<file path="config.mk">
export PLATFORM = sky130hd
export DESIGN_NAME = uart_tx_stream
export DESIGN_NICKNAME = d
export VERILOG_FILES = /design/src/rtl/uart_tx_stream.sv
export SDC_FILE = /design/constraint.sdc
export NUM_CORES = 1
export LEC_CHECK = 0
export BUFFER_PORTS_ARGS = -buffer_cell sky130_fd_sc_hd__buf_2
export CORE_MARGIN = 2
export CORE_UTILIZATION = 50
export DETAILED_ROUTE_END_ITERATION = 16
export GPL_TIMING_DRIVEN = 0
export MAX_ROUTING_LAYER = met4
export PLACE_DENSITY = 0.74
export SYNTH_ARGS = -nofsm -noshare
export SYNTH_HDL_FRONTEND = slang
export SYNTH_SLANG_ARGS = --single-unit
</file>
<file path="constraint.sdc">
create_clock -name clk -period 1.75 [get_ports clk]
set_input_delay 0.175 -clock clk [delete_from_list [all_inputs] [get_ports clk]]
set_output_delay 0.175 -clock clk [all_outputs]
set_load 0.05 [all_outputs]
</file>
<file path="src/rtl/uart_tx_stream.sv">
// 8N1 UART transmitter fed by a valid/ready byte stream; accepts a byte only
// while the line is idle and shifts it out LSB first at clk_frequency/baud_rate.
module uart_tx_stream #(
    parameter int clk_frequency = 50_000_000,
    parameter int baud_rate     = 115_200
) (
    input  logic       clk,
    input  logic       rst,
    input  logic       up_valid,
    output logic       up_ready,
    input  logic [7:0] up_data,
    output logic       tx,
    output logic       busy,
    output logic       frame_done
);
    localparam int DIV   = clk_frequency / baud_rate;
    localparam int CNT_W = (DIV > 2) ? $clog2(DIV) : 1;
    localparam logic [CNT_W-1:0] LAST = CNT_W'(DIV - 1);

    generate
        if (DIV < 2) begin : g_div_check
            $error("uart_tx_stream: clk_frequency/baud_rate must be at least 2");
        end
    endgenerate

    typedef enum logic [1:0] {IDLE, START, DATA, STOP} state_t;

    state_t           state, state_next;
    logic [CNT_W-1:0] cnt, cnt_next;
    logic [2:0]       idx, idx_next;
    logic [7:0]       shift, shift_next;
    logic             tx_next, ready_next, done_next;
    logic             xfer, bit_end;

    assign xfer    = up_valid && up_ready;
    assign bit_end = (cnt == LAST);
    assign busy    = (state != IDLE);

    always_comb begin
        state_next = state;
        cnt_next   = bit_end ? '0 : cnt + CNT_W'(1);
        idx_next   = idx;
        shift_next = shift;
        tx_next    = tx;
        ready_next = up_ready;
        done_next  = 1'b0;
        case (state)
            IDLE: begin
                // The counter is parked at zero so every frame starts with a full bit time.
                cnt_next   = '0;
                tx_next    = 1'b1;
                ready_next = 1'b1;
                if (xfer) begin
                    state_next = START;
                    tx_next    = 1'b0;
                    idx_next   = '0;
                    ready_next = 1'b0;
                    shift_next = up_data;
                end
            end
            START: begin
                if (bit_end) begin
                    state_next = DATA;
                    tx_next    = shift[0];
                end
            end
            DATA: begin
                if (bit_end) begin
                    if (idx != 3'd7) begin
                        shift_next = shift >> 1;
                        tx_next    = shift[1];
                        idx_next   = idx + 3'd1;
                    end else begin
                        state_next = STOP;
                        tx_next    = 1'b1;
                    end
                end
            end
            STOP: begin
                if (bit_end) begin
                    state_next = IDLE;
                    ready_next = 1'b1;
                    done_next  = 1'b1;
                end
            end
            default: state_next = IDLE;
        endcase
    end

    always_ff @(posedge clk) begin
        if (!rst) begin
            state      <= IDLE;
            cnt        <= '0;
            idx        <= '0;
            shift      <= '0;
            tx         <= 1'b1;
            up_ready   <= 1'b0;
            frame_done <= 1'b0;
        end else begin
            state      <= state_next;
            cnt        <= cnt_next;
            idx        <= idx_next;
            shift      <= shift_next;
            tx         <= tx_next;
            up_ready   <= ready_next;
            frame_done <= done_next;
        end
    end
endmodule

</file>
======== Word level (Yosys, flattened, before mapping) ========
Cells that the tools add are included.
operators by class
  add/sub/neg operators ................... 2
  eq/ne operators ......................... 11
  mux-type cells .......................... 22
  bitwise gates (word level) .............. 1
  reductions and logical operators ........ 12
operators with widths
  cell                                                                    count
  8-bit 2-to-1 mux                                                        3
  8-bit case mux with 2 select lines                                      1
  2-bit != test (second input constant)                                   6
  2-bit 2-to-1 mux                                                        5
  9-bit by 1-bit adder with 9-bit output (second input constant)          1
  9-bit equality test (second input constant)                             1
  3-bit 2-to-1 mux                                                        3
  2-bit case mux with 4 select lines                                      1
  1-bit 2-to-1 mux                                                        6
  3-bit case mux with 2 select lines                                      1
  2-bit nonzero test                                                      3
  5-bit AND reduction                                                     1
  2-bit equality test (second input constant)                             2
  2-bit AND reduction                                                     2
  4-bit AND reduction                                                     1
  3-bit by 1-bit adder with 3-bit output (second input constant)          1
  3-bit != test (second input constant)                                   1
  1-bit case mux with 3 select lines                                      1
  3-bit AND reduction                                                     1
  3-bit nonzero test                                                      1
  3-bit OR reduction                                                      1
  2-bit by 1-bit equality test with 1-bit output (second input constant)  1
  2-bit logical NOT                                                       1
  1-bit case mux with 2 select lines                                      1
  2 further kinds                                                         2
word-level totals
  flip-flop bits (word level) ............. 25
  bits of input ports ..................... 11
  output and inout port bits .............. 4
  word-level logic and storage cells ...... 55

======== Longest topological paths before layout ========
  depth after elaboration ................. 4
  depth in mapped cells ................... 8
  depth with buffers taken out ............ 6

======== Worst setup path after synthesis ========
OpenSTA, ideal clock, no wires.
  path type ............................... reg2reg
  start point ............................. register state[0]
  end point ............................... register state[0]
  library setup time ...................... 72 ps
  arrival time ............................ 1668 ps
  data required time ...................... 1678 ps
  setup slack ............................. 10 ps
  stages on the path, launching flop included .. 7
  path buffers ............................ 1
  clock period less this slack ............ 1740 ps
  path through ............................ dfxtp_1 inv_1 ha_1 clkbuf_1 or3_1 a221oi_2 mux2i_1
on the way
  cells in the longest elaborated chain, start to end .. 3
  elaborated cells on any way between the ends .. 11
  classes of those cells .................. eq/ne (8); mux (1); reduce/logical (2)
ends and longest elaborated chain
  item                                         RTL line  source
  start: declaration                           28        state_t state, state_next;
  start signal: assignment                     100       state <= state_next;
  2-bit equality test (tied with other cells)  47        case (state)
  2-bit != test (no source line)               --
  5-bit AND reduction (no source line)         --
Parallel ways exist; a longest one is shown, timed or not.
A chain may end at the register's enable or synchronous reset.

======== Worst setup path in the final report ========
  start point ............................. register cnt[1]
  end point ............................... register idx[2]
on the way
  cells in the longest elaborated chain, start to end .. 3
ends and longest elaborated chain
  item                                  RTL line  source
  start: declaration                    29        logic [CNT_W-1:0] cnt, cnt_next;
  start signal: assignment              101       cnt <= cnt_next;
  9-bit equality test                   36        assign bit_end = (cnt == LAST);
  2-bit != test (no source line)        --
  4-bit AND reduction (no source line)  --
  end signal: assignment                102       idx <= idx_next;
  end: declaration                      30        logic [2:0] idx, idx_next;
Every way passes these cells.

==> qor.yml <==
status: "finished with violations"
violations_in_the_final_reports: "negative setup slack"
insertion_delay_ns: 0.30
grt_overflow_total: 0
hpwl_mm: 1.69
setup_repair_after_global_routing_missed_its_margin: "true"
power.static_leakage_nw: 0.642
yosysWarningCount: 0
summed_instance_area_of_the_synthesized_netlist_um2: 1270
globalRouteMet2Util_pct: 28.1
hold_violations: 0
finalCritPeriodShare_pct: 101
clock-skew-final_ns: 0.00625
grt_use_met1_pct: 22.1
clock_sink_count: 25
postSynthRegisterBits: 25
fmax_ghz: 0.564
sequential_cell_area_um2: 508
netlist_instances: 143
dp_cells: 187
grt_max_degree: 15
fp.dieArea_um2: 2970
layoutNonFillerInstCount: 193
initialDrtViolationCount: 15
synth_async_sr_flop_share_pct: 0
relSlewSlack_pct: 71.1
post_synth.cell_area_avg_um2: 8.92
io_pins: 15
globalRoute.busiestLayer: "met2"
vias: 1007
power-per-cell-area_nw_per_um2: 1350
hp-class: "in2reg"
seqPwrFrac_pct: 38.8
first_global_vias: 849
timing_max_transition_violations_final: 0
power_report.internal_total_w: 0.00124
setup_viol: 10
r2r_setup_slack_ns: -0.02
post_synth_most_frequent_cells: "dfxtp_1 (25), nand2_1 (25), nor2_1 (15)"
p_clk_share_pct: 12.4
tightestPinTransition_ns: 0.434
route.detailed.vias_per_inst: 5.22
die_height_um: 54.5
gr-usage-all-layers_pct: 17.0
sw_frac_of_total_pct: 38.2
timing.final.crit_period_ns: 1.77
critical_path_class: "reg2reg"
setup.worst_path.end_class: "flip-flop"
postSynth.topFlopCell: "dfxtp_1"
synth_enable_flop_cells: 0
worstPathMaxFanout: 5
final_wirelength_mm: 2.23
reg_clk_slew_reported_paths_ns: 0.13
post-route-drc-count: 0
worst-r2r-cell-count: 8
n_antenna_cell: 0
start_util_pct: 51.9
power_switching_w: 0.000768
cts_root_buf: "clkbuf_4"
post_synth_main_area_contributors: "dfxtp_1 (39%), mux2i_1 (9.4%), ha_1 (7.9%)"
cp.arrival_ns: 1.98
ir_worst_vdd_uv: 918
netlist-cell-type-count: 33
floorplan.rows: 18
port_buffers: 14
nFillCells: 211
drive_gt1_share_pct: 25.8
number_of_buffers_added_to_fix_hold_violations_after_cts: 0
multiInputGateArea_um2: 751
finalCoreUtilization_pct: 60.5
drv.max_cap_violation_count: 0
fin_nets: 183
synth_sequential_area_ratio_pct: 39.3
area_growth_pct: 16.5
synth_nets: 162
grt_use_met3_pct: 2.46
grt_first_pass_wirelength_mm: 3.57
ant_nets: 0
synth_top_area_cell: "dfxtp_1"
postLayoutSetupSlackWorst_ns: -0.0231
cts_buffers: 3
routed_wirelength_normalized_by_instance_count_um: 11.5
drt_pass1_iterations: 4
cts_max_path_buffers: 2
worstSetupStartpointType: "flip-flop"
share_comb_of_total_power_pct: 48.8
timing.hold.worst_path_depth: 2
fp.coreArea_um2: 2450
yosysTopAreaCellShare_pct: 39.3
routabilityCongestion: 0.815
tritoncts: "built"
cts.htree.levels: 1
initial_antenna_violation_count: 0
fp.dieW_um: 54.5
worst-endpoint-required_ns: 1.95
final cells by class:
| cell class | count | area share (%) |
|---|---|---|
| clock buffers | 3 | 1.52 |
| clock inverters | 1 | 0.337 |
| inverters | 7 | 1.77 |
| well taps | 30 | 2.53 |
| multi-input cells | 104 | 50.5 |
| repair buffers | 17 | 6.49 |
| plain buffers | 6 | 2.61 |
| flip-flops and latches | 25 | 34.2 |
power by group through the flow:
stage / clock network, W / registers [W] / logic, W
floorplan: 0 / 0.000824 / 0.000648
global placement: 0 / 0.000775 / 0.000833
detailed placement: 0 / 0.000781 / 0.000861
CTS: 0.000264 / 0.000782 / 0.000952
global route: 0.000292 / 0.000796 / 0.00105
finish: 0.000250 / 0.000778 / 0.000980
through the flow:
stage	area [µm²]	setup TNS (ns)	setup slack, ns	hold slack, ns	power, W
finish	1490	-0.0865	-0.0231	0.115	0.00201
global route	1490	-0.762	-0.0915	0.0985	0.00214
CTS	1470	-0.255	-0.0412	0.101	0.00200
detailed placement	1380	-2.17	-0.244	0.417	0.00164
global placement	1380	-1.55	-0.181	0.404	0.00161
floorplan	1270	0	0.0103	0.287	0.00147
cells in the final DEF (no fill, tap or decap), types with 2 or more instances in the layout:
cell	count
nor2_1	15
nand2_1	25
clkbuf_4	3
inv_1	6
and3_1	3
xnor2_1	4
buf_6	3
o21ai_0	2
dfxtp_2	3
buf_2	14
mux2i_1	12
dfxtp_1	21
ha_1	6
mux2_2	7
xor2_1	3
nand4_1	2
buf_4	2
nand3_1	6
clkbuf_1	2
or3_1	2
critical path, cell delays in order (launching register included):
cell,delay [ns]
dfxtp_2,0.35
inv_2,0.06
ha_4,0.11
nand4_1,0.12
or4_1,0.43
buf_6,0.15
a21o_4,0.21
buf_6,0.14
mux2i_1,0.12
worst paths after layout:
| kind | startpoint | end |
|---|---|---|
| setup reg to reg | cnt[1] | idx[2] |
| setup / recovery | cnt[1] | idx[2] |
| hold reg to reg | cnt[0] | cnt[0] |
| hold / removal | up_valid | up_ready |
metal layers:
layer,wire length [µm],part of all wire (%),vias up
li1,-,-,523
met1,1060,47,469
met2,1080,49,13
met3,71,3.2,2
met4,15,0.67,0
met5,0,0,-
registers in the layout, summed over array words and instances, names as in the netlist:
register	cells
cnt	9
tx	1
shift	8
frame_done	1
state	2
idx	3
up_ready	1
timing repair:
| action | CTS | global route |
|---|---|---|
| resized for setup | 17 | 1 |
| endpoints found under the setup margin | 14 | 14 |
| gates cloned | 1 | 0 |
| buffers inserted | 1 | 1 |
| pin swaps | 2 | 1 |
logic make-up (layout without fill, tap and decap cells):
group	after synthesis	count (layout)	synth area share, %
compound gates	12	12	7.66
mux	19	19	15.6
simple gates	58	58	20.0
xor+xnor	7	7	4.81
flops	25	25	39.3
buf+inv	14	34	4.81
fa+ha+maj	8	8	7.85
Power figures use the tool's default switching activity.
